--- config.mk ---
export PLATFORM = sky130hd
export DESIGN_NAME = multi_ff_bank
export DESIGN_NICKNAME = d
export VERILOG_FILES = /design/src/rtl/multi_ff_pkg.sv /design/src/rtl/multi_ff_bank_cell.sv /design/src/rtl/multi_ff_bank.sv
export SDC_FILE = /design/constraint.sdc
export NUM_CORES = 1
export LEC_CHECK = 0
export CORE_MARGIN = 5
export CORE_UTILIZATION = 26
export CTS_BUF_LIST = sky130_fd_sc_hd__clkbuf_8
export DETAILED_ROUTE_END_ITERATION = 6
export HOLD_SLACK_MARGIN = 0.03
export PLACE_DENSITY_LB_ADDON = 0.1
export SLEW_MARGIN = 10
export SYNTH_ARGS = -nofsm -noshare
export SYNTH_HDL_FRONTEND = slang
export SYNTH_SLANG_ARGS = --single-unit
--- constraint.sdc ---
create_clock -name clk -period 3.4 [get_ports clk]
set_input_delay 0.68 -clock clk [delete_from_list [all_inputs] [get_ports clk]]
set_output_delay 0.68 -clock clk [all_outputs]
set_load 0.03 [all_outputs]
--- src/rtl/multi_ff_pkg.sv ---
// multi_ff_bank shared definitions
// mode encodings, SR policy codes, per-bit next-state function
package multi_ff_pkg;

  typedef enum logic [1:0] {
    MODE_SR = 2'd0,
    MODE_JK = 2'd1,
    MODE_D  = 2'd2,
    MODE_T  = 2'd3
  } mode_e;

  localparam int SR_HOLD  = 0;
  localparam int SR_SET   = 1;
  localparam int SR_RESET = 2;

  // next state of one bit; b is ignored in D and T modes
  function automatic logic ff_next(
    input mode_e mode,
    input logic  a,
    input logic  b,
    input logic  q,
    input int    policy
  );
    logic n;
    n = q;
    case (mode)
      MODE_SR: begin
        case ({a, b})
          2'b10:   n = 1'b1;
          2'b01:   n = 1'b0;
          2'b11: begin
            if (policy == SR_SET)
              n = 1'b1;
            else if (policy == SR_RESET)
              n = 1'b0;
            else
              n = q;
          end
          default: n = q;
        endcase
      end
      MODE_JK: begin
        case ({a, b})
          2'b10:   n = 1'b1;
          2'b01:   n = 1'b0;
          2'b11:   n = ~q;
          default: n = q;
        endcase
      end
      MODE_D:  n = a;
      MODE_T:  n = q ^ a;
      default: n = q;
    endcase
    return n;
  endfunction

endpackage

--- src/rtl/multi_ff_bank_cell.sv ---
// single flip-flop bit of the bank
// async reset, sync clear, enable, runtime mode
import multi_ff_pkg::*;

module ff_bit_cell #(
  parameter logic RESET_BIT      = 1'b0,
  parameter int   SR_BOTH_POLICY = SR_HOLD
) (
  input  logic  clk,
  input  logic  rst_n,
  input  logic  en,
  input  logic  clr,
  input  mode_e mode,
  input  logic  a,
  input  logic  b,
  output logic  q
);

  logic r_q;
  logic w_nxt;

  // next-state decode for the selected mode
  always_comb begin
    w_nxt = ff_next(mode, a, b, r_q, SR_BOTH_POLICY);
  end

  // state register: reset > clr > en
  always_ff @(posedge clk or negedge rst_n) begin
    if (!rst_n)
      r_q <= RESET_BIT;
    else if (clr)
      r_q <= RESET_BIT;
    else if (en)
      r_q <= w_nxt;
  end

  assign q = r_q;

endmodule

--- src/rtl/multi_ff_bank.sv ---
// WIDTH-bit flip-flop bank with shared mode
// plus registered forbidden-SR flag and saturating counter
import multi_ff_pkg::*;

module multi_ff_bank #(
  parameter int               WIDTH          = 8,
  parameter logic [WIDTH-1:0] RESET_VAL      = '0,
  parameter int               SR_BOTH_POLICY = 0,
  parameter int               CNT_W          = 8
) (
  input  logic             clk,
  input  logic             rst_n,
  input  logic             en,
  input  logic             clr,
  input  logic [1:0]       mode,
  input  logic [WIDTH-1:0] a,
  input  logic [WIDTH-1:0] b,
  input  logic             cnt_clr,
  output logic [WIDTH-1:0] q,
  output logic [WIDTH-1:0] q_bar,
  output logic             illegal,
  output logic [CNT_W-1:0] illegal_cnt
);

  mode_e            w_mode;
  logic [WIDTH-1:0] w_q;
  logic             w_evt;
  logic             r_illegal;
  logic [CNT_W-1:0] r_cnt;

  assign w_mode = mode_e'(mode);

  for (genvar gi = 0; gi < WIDTH; gi++) begin : g_bit
    ff_bit_cell #(
      .RESET_BIT      (RESET_VAL[gi]),
      .SR_BOTH_POLICY (SR_BOTH_POLICY)
    ) u_cell (
      .clk   (clk),
      .rst_n (rst_n),
      .en    (en),
      .clr   (clr),
      .mode  (w_mode),
      .a     (a[gi]),
      .b     (b[gi]),
      .q     (w_q[gi])
    );
  end

  // one forbidden event per cycle, however many bits collide
  always_comb begin
    w_evt = en && !clr &&
            (w_mode == MODE_SR) &&
            (|(a & b));
  end

  // flag is high only for the cycle after an event
  always_ff @(posedge clk or negedge rst_n) begin
    if (!rst_n)
      r_illegal <= 1'b0;
    else
      r_illegal <= w_evt;
  end

  // saturating counter; a clear that meets an event lands on 1
  always_ff @(posedge clk or negedge rst_n) begin
    if (!rst_n)
      r_cnt <= '0;
    else if (cnt_clr)
      r_cnt <= w_evt ? CNT_W'(1) : '0;
    else if (w_evt && (r_cnt != {CNT_W{1'b1}}))
      r_cnt <= r_cnt + CNT_W'(1);
  end

  assign q           = w_q;
  assign q_bar       = ~w_q;
  assign illegal     = r_illegal;
  assign illegal_cnt = r_cnt;

endmodule

==> results of run 1 <==
-- synth_stat cells, drive strengths merged, types with 2 or more instances --
library cell | number | area, sq um
a2111oi | 6 | 71.3
a21oi | 21 | 105
a221oi | 2 | 17.5
a31oi | 2 | 12.5
a32o | 6 | 60.1
and3 | 2 | 12.5
buf | 14 | 115
clkbuf | 2 | 7.51
dfrtp | 17 | 425
ha | 17 | 213
inv | 21 | 78.8
mux2 | 7 | 90.1
mux2i | 3 | 30.0
nand2 | 13 | 48.8
nand3 | 4 | 20.0
nor2 | 12 | 47.6
o21ai | 7 | 38.8
o311ai | 2 | 17.5
o41ai | 4 | 35.0
or3 | 2 | 13.8
or4 | 5 | 41.3
-- metrics by stage --
stage	utilization	instances	total power (uW)	setup WS, ns	hold slack, ns
final	0.354	290	589	0.584	0.573
after global routing	0.354	290	629	0.462	0.608
after CTS	0.354	290	602	0.602	0.569
after detailed placement	0.346	286	433	0.325	0.555
after global placement	0.346	286	428	0.384	0.558
after floorplan	-	176	352	1.25	0.384
-- sequential cells by signal, summed over array words and instances, names as in the netlist --
signal	cells
illegal	1
g_bit.u_cell.q	8
illegal_cnt	8
-- power groups by stage --
stage / registers (uW) / logic, uW / clock network (uW)
after CTS: 222 / 209 / 172
after global placement: 225 / 203 / 0
after detailed placement: 225 / 208 / 0
final: 221 / 205 / 162
after floorplan: 226 / 127 / 0
after global routing: 223 / 225 / 181
-- layer usage --
| metal | up-vias | routed length (microns) |
|---|---|---|
| met5 | - | 0 |
| met4 | 0 | 26 |
| met3 | 2 | 205 |
| met2 | 24 | 2100 |
| met1 | 678 | 2030 |
| li1 | 716 | - |
-- worst max-delay path by stage --
stage | from | endpoint | slack, ns | depth (start not counted)
2_1_floorplan | a[4] | illegal_cnt[5] | 1.25 | 5
3_3_place_gp | a[1] | illegal_cnt[5] | 0.38 | 6
3_5_place_dp | a[4] | illegal_cnt[5] | 0.32 | 6
4_1_cts | a[1] | illegal_cnt[5] | 0.60 | 6
5_1_grt | a[1] | illegal_cnt[5] | 0.46 | 6
6_report | a[1] | illegal_cnt[5] | 0.58 | 6
-- critical path, delay by kind of cell --
family / cells / cell delay, ns
buffers and inverters: 1 / 0.47
multiplexers: 1 / 0.33
adder cells (fa/ha/maj): 1 / 0.26
AO/OA/AOI/OAI: 1 / 0.51
AND/OR/NAND/NOR: 2 / 0.72
-- cell families (layout without fill, tap and decap cells) --
group	count (synthesis)	count (layout)	share of synthesized area
adders and majority gates	17	17	0.136
DFF	17	17	0.272
buffers and inverters	37	76	0.129
and+or+nand+nor	43	43	0.149
muxes	10	10	0.0767
AOI/OAI and AO/OA	52	52	0.239
-- layout make-up --
class	instances	area [sq um]	share of cell area
well taps	75	93.8	0.0450
repair buffers	51	500	0.240
inverters	21	78.8	0.0378
clock inverters	1	5.00	0.00240
multi-input cells	122	940	0.451
clock buffers	3	41.3	0.0198
flip-flops and latches	17	425	0.204
==> impl_metrics.toml, run 1 <==
[critical_path]
rr_endpoint = "illegal_cnt[5]"
slowest_delay_ns = 0.57
crit_fanout = 15
crit_path_end_kind = "flop"
rrSetupSlack_ns = 1.65
worstPathRequired_ns = 3.55
critPathKind = "in -> reg"
slowest_stage = "or4_1"
worstSetupStartpointType = "input port"
crit_arrival_ns = 2.96
timing.rr.start = "illegal_cnt[0]"
path_cells = "clkdlybuf4s50_1 -> ha_1 -> or4_1 -> o21ai_2 -> nor4_1 -> mux2_1"
reg2regPathDepth = 5

[final_layout]
num-fill-cells = 597
postLayoutCellArea_sq_mm = 0.00208
nets = 256
drive_gt1_frac = 0.107
mostFrequentLayoutCells = "47 x clkdlybuf4s50_1, 21 x inv_1, 21 x a21oi_1"
syn_to_final_growth_pct = 33.1
diodes = 0
final_common_cell = "clkdlybuf4s50_1"

[drt]
firstDrtPassIters = 4
ant_nets = 0
vias = 1420
wl_per_cell_microns = 15.0
wl_microns = 4360
routed_via_density = 4.90
drtIter0Drc = 47
drc = 0

[clock_tree]
cts_tree = "yes"
htree_levels = 1
clk_pin_slew_worst_paths_ns = 0.08
clockBufferDepth = 2
cts_resized = 0
clock-root-buffer = "clkbuf_8"
cts_buffers = 3
cts_setup_buffers = 0
insertion_delay_ns = 0.26
cts.sinks = 17
cts_hold_buffers = 0

[power]
p_sw_frac = 0.344
p_int_uw = 386
p_leak_uw = 0.000891
clock_power_share = 0.275
seqPwrFrac = 0.376
power_frac_comb = 0.349
power_density_mw_per_mm2 = 283
ir_drop_uv = 133
p_switching_uw = 203

[global_route]
antenna_found_initial = 0
grt.busiest_layer = "met2"
grt_overflow_total = 0
grt_pass1_wl_microns = 7320
use_met3 = 0.0245
grt_use_total = 0.120
grtUsageMet2 = 0.196
grt_max_degree = 20
grt_pass1_vias = 1519
use_met1 = 0.155

[floorplanning]
die_y_microns = 87.6
die_area_sq_mm = 0.00768
initial_utilization = 0.266
core-area_sq_mm = 0.00589
rows = 28
die_w_microns = 87.6
ioPinCount = 48

[synth]
netlist_area_sq_mm = 0.00157
yosysWarnings = 0
async_flop_share = 1.00
yosys_most_used_dff = "dfrtp_1"
synth_cells = 176
ys_seq_area_frac = 0.272
synth-edff-count = 0
postSynthAreaPerCell_sq_um = 8.90
synth.distinct_cells = 37
ys_seq_elements = 17
synth_nets = 216

[hold_path]
hp-class = "reg -> reg"
min_delay_path_depth = 2
min_to = "illegal_cnt[6]"
hold_path.startpoint = "illegal_cnt[6]"

[run]
max_cap_violations = 0

[run_status]
status = "finished clean"

[placement]
dp.final_hpwl_microns = 3290
portBuffers = 47
place_congestion = 0.739
place_area_sq_mm = 0.00204

[timing]
fin_setup_tns_ns = 0
period_share = 0.828
period_needed_ns = 2.82
worst_pin_slew_ns = 0.855
setup_viol = 0
rsz0062_at_grt = "no"
slew_violations = 0
finalHoldViolations = 0
fmax_mhz = 355
relSlewSlack = 0.428
finalClockSkew_ns = 0.00449
(Power assumes the default switching activity.)
==> run 2: changes to the inputs <==
==> constraint.sdc (replaced) <==
create_clock -name clk -period 2.4 [get_ports clk]
set_input_delay 0.48 -clock clk [delete_from_list [all_inputs] [get_ports clk]]
set_output_delay 0.48 -clock clk [all_outputs]
set_load 0.03 [all_outputs]
==> run 2 against run 1 <==
  * Cell area is 5.8% higher
  * Largest power group unchanged
  * Sequential power is 42% higher
  * Count of clock-buffer cells in the layout stayed put
  * Final cell count is 5.5% higher
  * Critical path depth stayed put
  * First-iteration DRC count is 23% higher
  * Critical endpoint unchanged
  * Highest routed layer unchanged
  * Routed wire length is 1.3% higher
  * Setup slack worse by 0.40 ns
  * Clock skew is 0.0028 ns lower
  * Total power is 44% higher
  * Die area stayed put
  * Core utilization is 2.0 points higher
==> impl_metrics.toml, run 2 (synthesis results as in run 1) <==
[clock_tree]
htree_levels = 1
cts_tree = "yes"
clock-root-buffer = "clkbuf_8"
insertion_delay_ns = 0.25
cts_resized = 0
clockBufferDepth = 2
cts.sinks = 17
clk_pin_slew_worst_paths_ns = 0.07
cts_hold_buffers = 0
cts_setup_buffers = 0
cts_buffers = 3

[power]
power.total_uw = 848
power_frac_comb = 0.364
ir_drop_uv = 170
power_density_mw_per_mm2 = 385
p_switching_uw = 286
seqPwrFrac = 0.370
p_leak_uw = 0.000967
p_sw_frac = 0.337
p_int_uw = 562
clock_power_share = 0.266

[final_layout]
nets = 272
num-fill-cells = 597
final_common_cell = "clkdlybuf4s50_1"
drive_gt1_frac = 0.169
syn_to_final_growth_pct = 40.7
utilization = 0.375
instances_no_fill = 306
diodes = 0
mostFrequentLayoutCells = "47 x clkdlybuf4s50_1, 21 x inv_1, 21 x a21oi_1"

[drt]
drc = 0
routed_via_density = 4.94
vias = 1512
ant_nets = 0
wl_per_cell_microns = 14.4
wl_microns = 4420
drtIter0Drc = 58
firstDrtPassIters = 4

[global_route]
grt_use_total = 0.119
antenna_found_initial = 0
grt.busiest_layer = "met2"
use_met3 = 0.0198
grt_overflow_total = 0
grt_pass1_wl_microns = 7350
grt_max_degree = 20
grt_pass1_vias = 1601
grtUsageMet2 = 0.204
use_met1 = 0.152

[critical_path]
crit_arrival_ns = 2.36
rrSetupSlack_ns = 0.65
crit_fanout = 4
rr_endpoint = "illegal_cnt[5]"
reg2regPathDepth = 5
cp_num_buf_inv = 1
timing.rr.start = "illegal_cnt[0]"
worstPathRequired_ns = 2.54
slowest_stage = "or4_1"
slowest_delay_ns = 0.57
worstSetupStartpointType = "input port"
critPathKind = "in -> reg"
crit_family = "simple AND/OR/NAND/NOR gates"
crit_path_end_kind = "flop"
path_cells = "clkdlybuf4s50_1 -> ha_1 -> or4_1 -> o21ai_2 -> nor4_1 -> mux2_1"

[timing]
setup_viol = 0
period_needed_ns = 2.22
slew_violations = 0
relSlewSlack = 0.636
fmax_mhz = 451
finalClockSkew_ns = 0.00171
worst_pin_slew_ns = 0.545
period_share = 0.923
rsz0062_at_grt = "no"
finalHoldViolations = 0

[floorplanning]
initial_utilization = 0.266
die_w_microns = 87.6
die_area_sq_mm = 0.00768
rows = 28
ioPinCount = 48
core-area_sq_mm = 0.00589
die_y_microns = 87.6

[hold_path]
hp-class = "in -> async"

[placement]
dp.final_hpwl_microns = 3450
place_congestion = 0.713
numPlacedInstances = 302
portBuffers = 47

[run_status]
status = "finished clean"

[run]
max_cap_violations = 0
run 2: cell types whose count changed in the layout (fill, tap and decap cells not counted):
cell	before	now
buf_4	4	20
run 2: worst register-to-register path: stages (launching register included):
cell and delay, ns:
dfrtp_1 0.41, ha_1 0.25, nand3_1 0.09, nor2_1 0.44
nor4_1 0.12, mux2_1 0.33
run 2: metal layers:
| metal | share of wire | up-vias |
|---|---|---|
| met5 | 0 | - |
| met4 | 0.0057 | 0 |
| met3 | 0.041 | 2 |
| met2 | 0.50 | 32 |
| met1 | 0.46 | 734 |
| li1 | - | 744 |
run 2: cell type report:
| cell class | count | area, sq um | share of cell area |
|---|---|---|---|
| Clock buffer | 3 | 41.3 | 0.0187 |
| Clock inverter | 1 | 5.00 | 0.00227 |
| Inverter | 21 | 78.8 | 0.0358 |
| Multi-Input combinational cell | 122 | 940 | 0.426 |
| Sequential cell | 17 | 425 | 0.193 |
| Tap cell | 75 | 93.8 | 0.0426 |
| Timing Repair Buffer | 67 | 621 | 0.281 |
run 2: how the worst max path moves through the flow:
| stage | endpoint | startpoint | slack (ns) | cells after the start |
|---|---|---|---|---|
| 2_1_floorplan | illegal_cnt[5] | a[4] | 0.45 | 5 |
| 3_3_place_gp | illegal_cnt[5] | a[1] | -0.04 | 6 |
| 3_5_place_dp | illegal_cnt[5] | b[4] | -0.1 | 6 |
| 4_1_cts | illegal_cnt[5] | b[4] | 0.19 | 6 |
| 5_1_grt | illegal_cnt[4] | a[1] | 0.06 | 7 |
| 6_report | illegal_cnt[5] | a[1] | 0.18 | 6 |
run 2: stage by stage:
stage	cell area [sq um]	TNS (ns)	setup WS [ns]	hold slack (ns)
finish	2200	0	0.184	0.561
floorplan	1570	0	0.447	0.184
CTS	2200	0	0.190	0.566
detailed placement	2160	-0.438	-0.0967	0.572
global route	2200	0	0.0572	0.592
global placement	2160	-0.0712	-0.0353	0.554
run 2: power by group through the flow:
| stage | combinational (uW) | clock [uW] | sequential (uW) |
|---|---|---|---|
| 2_1_floorplan | 179 | 0 | 320 |
| 3_3_place_gp | 306 | 0 | 319 |
| 3_5_place_dp | 312 | 0 | 320 |
| 4_1_cts | 313 | 237 | 314 |
| 5_1_grt | 337 | 244 | 316 |
| 6_report | 309 | 225 | 314 |
==> run 3: changes to the inputs <==
--- a/config.mk
+++ b/config.mk
@@ -5,7 +5,7 @@
 export SDC_FILE = /design/constraint.sdc
 export NUM_CORES = 1
 export LEC_CHECK = 0
-export CORE_MARGIN = 5
+export CORE_MARGIN = 3
 export CORE_UTILIZATION = 26
 export CTS_BUF_LIST = sky130_fd_sc_hd__clkbuf_8
 export DETAILED_ROUTE_END_ITERATION = 6
==> run 3 against run 2 <==
  * Worst hold slack worse by 0.0058 ns
  * Critical endpoint is now g_bit[4].u_cell.q
  * Register-to-register slack about the same
  * Highest routed layer unchanged
  * Clock power about the same
  * Setup slack worse by 0.0019 ns
  * Global-route usage rose by 1.2 points
  * Sequential share of layout area down 0.087 points
  * Fmax barely moved
  * Clock skew about the same
  * Critical path type unchanged
==> impl_metrics.toml, run 3 (synthesis results as in run 1) <==
[clock_tree]
insertion_delay_ns = 0.25
clockBufferDepth = 2
cts.sinks = 17
htree_levels = 1
cts_resized = 0
cts_buffers = 3
cts_tree = "yes"
clock-root-buffer = "clkbuf_8"
cts_hold_buffers = 0
cts_setup_buffers = 0
clk_pin_slew_worst_paths_ns = 0.07

[timing]
finalClockSkew_ns = 0.00180
finalHoldViolations = 0
fmax_mhz = 451
period_needed_ns = 2.22
period_share = 0.924
rsz0062_at_grt = "no"
setup_slack_ns = 0.182
worst_pin_slew_ns = 0.530
setup_viol = 0
relSlewSlack = 0.645
slew_violations = 0
holdWs_ns = 0.555
fin_setup_tns_ns = 0

[drt]
maxUsedRoutingLayer = "met4"
vias = 1570
drtIter0Drc = 55
ant_nets = 0
routed-wl-met2_microns = 2290
wl_per_cell_microns = 14.6
drc = 0
routed_via_density = 5.15
firstDrtPassIters = 4
wl_microns = 4470
wl_met1_microns = 1910
route.met3.wl_microns = 217

[critical_path]
reg2regPathDepth = 5
crit_arrival_ns = 2.33
crit_fanout = 10
timing.rr.start = "illegal_cnt[0]"
worstPathRequired_ns = 2.51
startpoint = "mode[1]"
critPathKind = "in -> reg"
rr_endpoint = "illegal_cnt[5]"
crit_path_end_kind = "flop"
rrSetupSlack_ns = 0.64
worstSetupStartpointType = "input port"

[placement]
portBuffers = 47
pre_cts_slack_ns = -0.136
dp.final_hpwl_microns = 3420
place_congestion = 0.731
place_area_sq_mm = 0.00217

[hold_path]
hp-class = "in -> async"

[power]
power.total_uw = 850
p_leak_uw = 0.000978
ir_drop_uv = 179
power_density_mw_per_mm2 = 384

[global_route]
grt_use_total = 0.131
grt_pass1_vias = 1667
grt_overflow_total = 0
grt_pass1_wl_microns = 7640
grt_max_degree = 20
antenna_found_initial = 0

[floorplanning]
initial_utilization = 0.276
die_w_microns = 83.6
rows = 27
die_area_sq_mm = 0.00699
core-area_sq_mm = 0.00568
die_y_microns = 83.6
ioPinCount = 48

[final_layout]
drive_gt1_frac = 0.172
final_common_cell = "clkdlybuf4s50_1"
postLayoutCellArea_sq_mm = 0.00221
mostFrequentLayoutCells = "47 x clkdlybuf4s50_1, 22 x inv_1, 22 x buf_4"
multiInputGateArea_sq_um = 940
diodes = 0
syn_to_final_growth_pct = 41.4
num-fill-cells = 595
nets = 274
seq_area_sq_um = 425

[run]
max_cap_violations = 0

[run_status]
status = "finished clean"
-- run 3: how the worst max path moves through the flow --
stage	end	depth (start not counted)
2_1_floorplan	illegal_cnt[5]	5
3_3_place_gp	illegal_cnt[5]	6
3_5_place_dp	g_bit[4].u_cell.q	5
4_1_cts	g_bit[4].u_cell.q	5
5_1_grt	g_bit[4].u_cell.q	5
6_report	g_bit[4].u_cell.q	5
-- run 3: area by class of cell --
class,instances,share of cell area
Timing Repair Buffer,69,0.287
Multi-Input combinational cell,122,0.424
Inverter,21,0.0356
Tap cell,72,0.0407
Clock buffer,3,0.0186
Sequential cell,17,0.192
Clock inverter,1,0.00169
-- run 3: worst max-delay path: stages --
cell and delay [ns]:
clkdlybuf4s50_1 0.57, buf_4 0.23, mux2_2 0.35, a32o_1 0.25, a2111oi_0 0.44
-- run 3: power breakdown --
group	switching, uW	leakage (uW)	internal (uW)	total [uW]
logic	163	0.000721	149	312
clock network	110	0.0000269	114	224
registers	14.2	0.000230	300	314
-- run 3: through the flow --
stage / util / std cells
floorplan: - / 176
global route: 0.390 / 305
global placement: 0.382 / 301
detailed placement: 0.382 / 301
CTS: 0.390 / 305
finish: 0.390 / 305
-- run 3: layer usage --
layer	up-vias	track usage
li1	750	-
met4	0	0.0409
met5	-	0
met2	40	0.242
met1	776	0.149
met3	4	0.0267
==> RTL change 1 (flow settings as in run 2) <==
Set the parameter `WIDTH` to 6 (it was 8).
--- a/src/rtl/multi_ff_bank.sv
+++ b/src/rtl/multi_ff_bank.sv
@@ -3,7 +3,7 @@
 import multi_ff_pkg::*;
 
 module multi_ff_bank #(
-  parameter int               WIDTH          = 8,
+  parameter int               WIDTH          = 6,
   parameter logic [WIDTH-1:0] RESET_VAL      = '0,
   parameter int               SR_BOTH_POLICY = 0,
   parameter int               CNT_W          = 8
Interface: changed (resized a, b, q and q_bar); port bits go from 48 to 40. The function was not compared with the original's and may differ.
==> RTL change 1 against run 2 <==
Area after synthesis decreased by 18%. Setup slack lost 0.033 ns. Total power down 14%. Count of clock-buffer cells in the layout is the same. Final cell count down 16%. Design area decreased by 17%. Sequential share of layout area grew 1.3 points. Worst hold slack got worse by 0.021 ns. Wire length is 17% lower. Via count decreased by 17%. Sequential cell count down 2. Register-to-register slack about the same. Critical endpoint is now illegal_cnt[0]. Largest power group unchanged.
==> RTL change 1: results (changes against run 2) <==
Status: completed
Prevailing post-synth register cell: dfrtp_1
First-pass GRT wire length: 6.07 mm (-17%)
Drt first-iter violations: 46 (-21%)
Setup Buffers After CTS: 0 (unchanged)
Layout cell share with drive strength beyond 1: 14.3% (-2.6 points)
Filler cells: 505 (-15%)
Slowest CP cell: or4_4
FFs w/ async S/R, synth: 100% (unchanged)
Mean number of vias per cell: 4.89 (-1.0%)
CP top delay family: simple AND/OR/NAND/NOR gates
Pin count of the biggest net entering global routing: 16 (-20%)
Worst Skew: 0.00623 ns (+0.00452 ns)
Drt total wl: 3.65 mm (-17%)
Placed standard-cell area: 1770 um2 (-18%)
Placer Congestion: 0.778 (+9.2%)
Switching power: 0.238 mW (-17%)
Mapped Nets: 175 (-19%)
Max-slew headroom at the worst pin: 64.1% (+0.56 points)
Commonest cells post-synth: a21oi_1, inv_1, dfrtp_1, ha_1, nand2_1
Mapped Cells: 143 (-19%)
Setup slack at placement: -0.120 ns (-0.0237 ns)
Vias in the first global route: 1287 (-20%)
I/O Buffers: 39 (-17%)
Leakage power: 0.775 nW (-20%)
Synth top area cells: dfrtp_1, ha_1, a21oi_1
CTS root buf: clkbuf_8
GRT Overall Usage: 11.9% (+0.024 points)
Number of distinct library cells after synthesis: 32 (-14%)
Final nets: 222 (-18%)
DP Wirelength: 2.91 mm (-16%)
CP Max Fanout: 13 (+9)
Post-synthesis sequential area ratio: 29.4% (+2.2 points)
CP arrival: 2.37 ns
Reg power frac: 37.6% (+0.6 points)
RTL change 1: stage by stage:
stage / power, mW / std cells / TNS (ns) / hold slack (ns)
6_report: 0.729 / 256 / 0 / 0.539
5_1_grt: 0.779 / 256 / 0 / 0.555
4_1_cts: 0.746 / 256 / 0 / 0.542
3_5_place_dp: 0.515 / 252 / -0.846 / 0.561
3_3_place_gp: 0.509 / 252 / -0.438 / 0.555
2_1_floorplan: 0.409 / 143 / 0 / 0.184
RTL change 1: area by class of cell:
class                      count  area [um2]  area share, %
inverter                      17        63.8           3.50
tap                           67        83.8           4.60
sequential                    15         375           20.6
clock inverter                 1        7.51          0.412
timing repair buffer          53         495           27.2
multi-input combinational    100         754           41.4
clock buffer                   3        41.3           2.27
RTL change 1: logic make-up after synthesis:
kind of cell,Yosys count,share of synthesized area [%]
muxes,8,6.85
adders and majority gates,13,12.7
AOI/OAI and AO/OA,42,23.4
and+or+nand+nor,37,16.0
buffers and inverters,28,11.6
DFF,15,29.4
RTL change 1: worst paths after layout:
path | cells after the start | to | slack, ns
hold reg to reg | 2 | illegal_cnt[1] | 0.57
min in group clk | 2 | illegal_cnt[1] | 0.57
setup / recovery | 7 | illegal_cnt[0] | 0.15
max in group asynchronous | 2 | g_bit[3].u_cell.q | 1.67
setup reg to reg | 5 | illegal_cnt[5] | 0.65
hold / removal | 2 | illegal_cnt[6] | 0.54
RTL change 1: metal layers:
metal  share of wire, %  track usage (%)
met5                  0                0
met2                 49             19.8
met4               0.68             3.89
met1                 45             15.1
met3                4.9             2.69
==> RTL change 2 (config.mk and constraints of run 2) <==
Made on the original files. Remove the register `r_illegal`: a continuous assignment takes its place, so the output `illegal` follows one clock earlier.
--- a/src/rtl/multi_ff_bank.sv
+++ b/src/rtl/multi_ff_bank.sv
@@ -54,12 +54,7 @@
   end
 
   // flag is high only for the cycle after an event
-  always_ff @(posedge clk or negedge rst_n) begin
-    if (!rst_n)
-      r_illegal <= 1'b0;
-    else
-      r_illegal <= w_evt;
-  end
+  assign r_illegal = w_evt;
 
   // saturating counter; a clear that meets an event lands on 1
   always_ff @(posedge clk or negedge rst_n) begin
Check against the original RTL: not equivalent (a bounded check fails within 4 cycles, from zero or initial values and one cycle with rst_n low).
==> RTL change 2 against run 2 <==
Area after synthesis is 2.1% lower. Wire length is 7.8% lower. Non-clock buffer count is 1 higher. Total power is 0.23% lower. Sequential cell count is 1 lower. Design area is 0.57% higher. Setup slack worse by 0.12 ns. Sequential share of layout area is 1.2 points lower. Critical path type is now in2out. Largest power group unchanged. Highest routed layer unchanged.
==> RTL change 2: results (changes against run 2) <==
Clk_lat worst skew: 0.26 ns
Drt total wl: 4.07 mm (-7.8%)
Reg2Reg Setup Slack: 0.74 ns (+0.09 ns)
CTS root buf: clkbuf_8
Commonest cells post-synth: a21oi_1, inv_1, ha_1, dfrtp_1, nand2_1
Top-count cell post-synth: a21oi_1
Leakage power: 0.979 nW (+1.2%)
Vias in the first global route: 1386 (-13%)
Post-synthesis sequential area ratio: 26.1% (-1.1 points)
Number of distinct library cells after synthesis: 34 (-8.1%)
Mapped Nets: 218 (+0.93%)
CP arrival: 1.86 ns (-0.50 ns)
Layout cell share with drive strength beyond 1: 22.7% (+5.9 points)
Drt first-iter violations: 40 (-31%)
GRT Overall Usage: 11.3% (-0.57 points)
Top routing layer in use: met4
FFs w/ async S/R, synth: 100% (unchanged)
Worst min path class: in2async
Final nets: 274 (+0.74%)
Worst vdd ir: 0.189 mV (+11%)
Reg2reg end: illegal_cnt[2]
Mean number of vias per cell: 4.70 (-4.9%)
DP Wirelength: 3.08 mm (-11%)
Metal2 WL: 1.90 mm (-13%)
R2R cell count: 5 (unchanged)
Synthesis Warnings: 0 (unchanged)
Net Sw Frac: 33.0% (-0.70 points)
Status: completed
Placer Congestion: 0.724 (+1.6%)
CP Max Fanout: 3 (-1)
Die X: 86.8 um (-0.92%)
Setup slack at placement: -0.664 ns (-0.568 ns)
M1 WL: 1.92 mm (-4.7%)
DRT Pass-1 Iters: 4 (unchanged)
Actual slew at the worst max-slew pin: 0.532 ns (-0.0129 ns)
Worst Skew: 0.00275 ns (+0.00104 ns)
Synth top area cells: dfrtp_1, ha_1, a21oi_1
Met3 WL: 221 um (+21%)
Non-Filler Instances: 308 (+0.65%)
Cell total after placement: 304 (+0.66%)
First-pass GRT wire length: 6.76 mm (-8.1%)
Pin count of the biggest net entering global routing: 24 (+20%)
Reg clk slew, reported paths: 0.07 ns (about the same)
Mapped Cells: 178 (+1.1%)
Biggest area consumer among synthesized cells: dfrtp_1
Filler cells: 611 (+2.3%)
==> RTL change 2: worst max-delay path by stage <==
stage,start,endpoint,slack [ns],depth (start not counted)
global route,b[4],illegal,0.02,6
detailed placement,a[3],illegal,-0.66,6
finish,b[4],illegal,0.06,6
global placement,a[1],illegal,-0.65,6
floorplan,a[4],illegal,0.22,5
CTS,b[0],illegal,0.002,6
==> RTL change 2: metrics by stage <==
step / hold slack (ns) / instance area (um2) / setup TNS [ns] / power, mW / util [%]
2_1_floorplan: 0.184 / 1530 / 0 / 0.476 / -
3_3_place_gp: 0.566 / 2140 / -1.76 / 0.608 / 36.8
3_5_place_dp: 0.566 / 2140 / -1.78 / 0.607 / 36.8
4_1_cts: 0.558 / 2210 / 0 / 0.864 / 38.0
5_1_grt: 0.558 / 2220 / 0 / 0.905 / 38.1
6_report: 0.547 / 2220 / 0 / 0.846 / 38.1
==> RTL change 2: layout make-up <==
class                   instances  area (um2)  area share (%)
well taps                      75        93.8            4.23
repair buffers                 68         617            27.8
inverters                      21        78.8            3.56
flip-flops and latches         16         400            18.1
multi-input cells             124         972            43.8
clock buffers                   4        55.1            2.48
==> RTL change 2: cells by family after synthesis <==
| logic type | Yosys count | share of synthesized area (%) |
|---|---|---|
| AO/OA/AOI/OAI | 51 | 23.2 |
| adder cells (fa/ha/maj) | 17 | 13.9 |
| buffers and inverters | 38 | 12.6 |
| flip-flops | 16 | 26.1 |
| multiplexers | 11 | 8.32 |
| AND/OR/NAND/NOR | 45 | 16.0 |
==> RTL change 2: power groups by stage <==
stage,sequential [mW],combinational (mW),clock (mW)
after floorplan,0.301,0.175,0
after global placement,0.302,0.306,0
after detailed placement,0.302,0.305,0
after CTS,0.297,0.302,0.265
after global routing,0.301,0.326,0.279
final,0.297,0.297,0.253
==> RTL change 2: routing by layer <==
layer | track usage (%) | vias to the layer above
li1 | - | 747
met1 | 14.7 | 666
met2 | 18.6 | 32
met3 | 3.23 | 2
met4 | 2.12 | 0
met5 | 0 | -
==> RTL change 2: critical path: stages <==
cell	delay (ns)
dlygate4sd2_1	0.25
ha_2	0.20
or4_4	0.54
o21ai_4	0.20
inv_2	0.05
buf_6	0.13
==> RTL change 2: repair_timing <==
item | CTS | global route
setup buffers | 0 | 0
gates resized for setup | 32 | 2
setup endpoints to repair | 1 | 1
pin swaps | 9 | 2
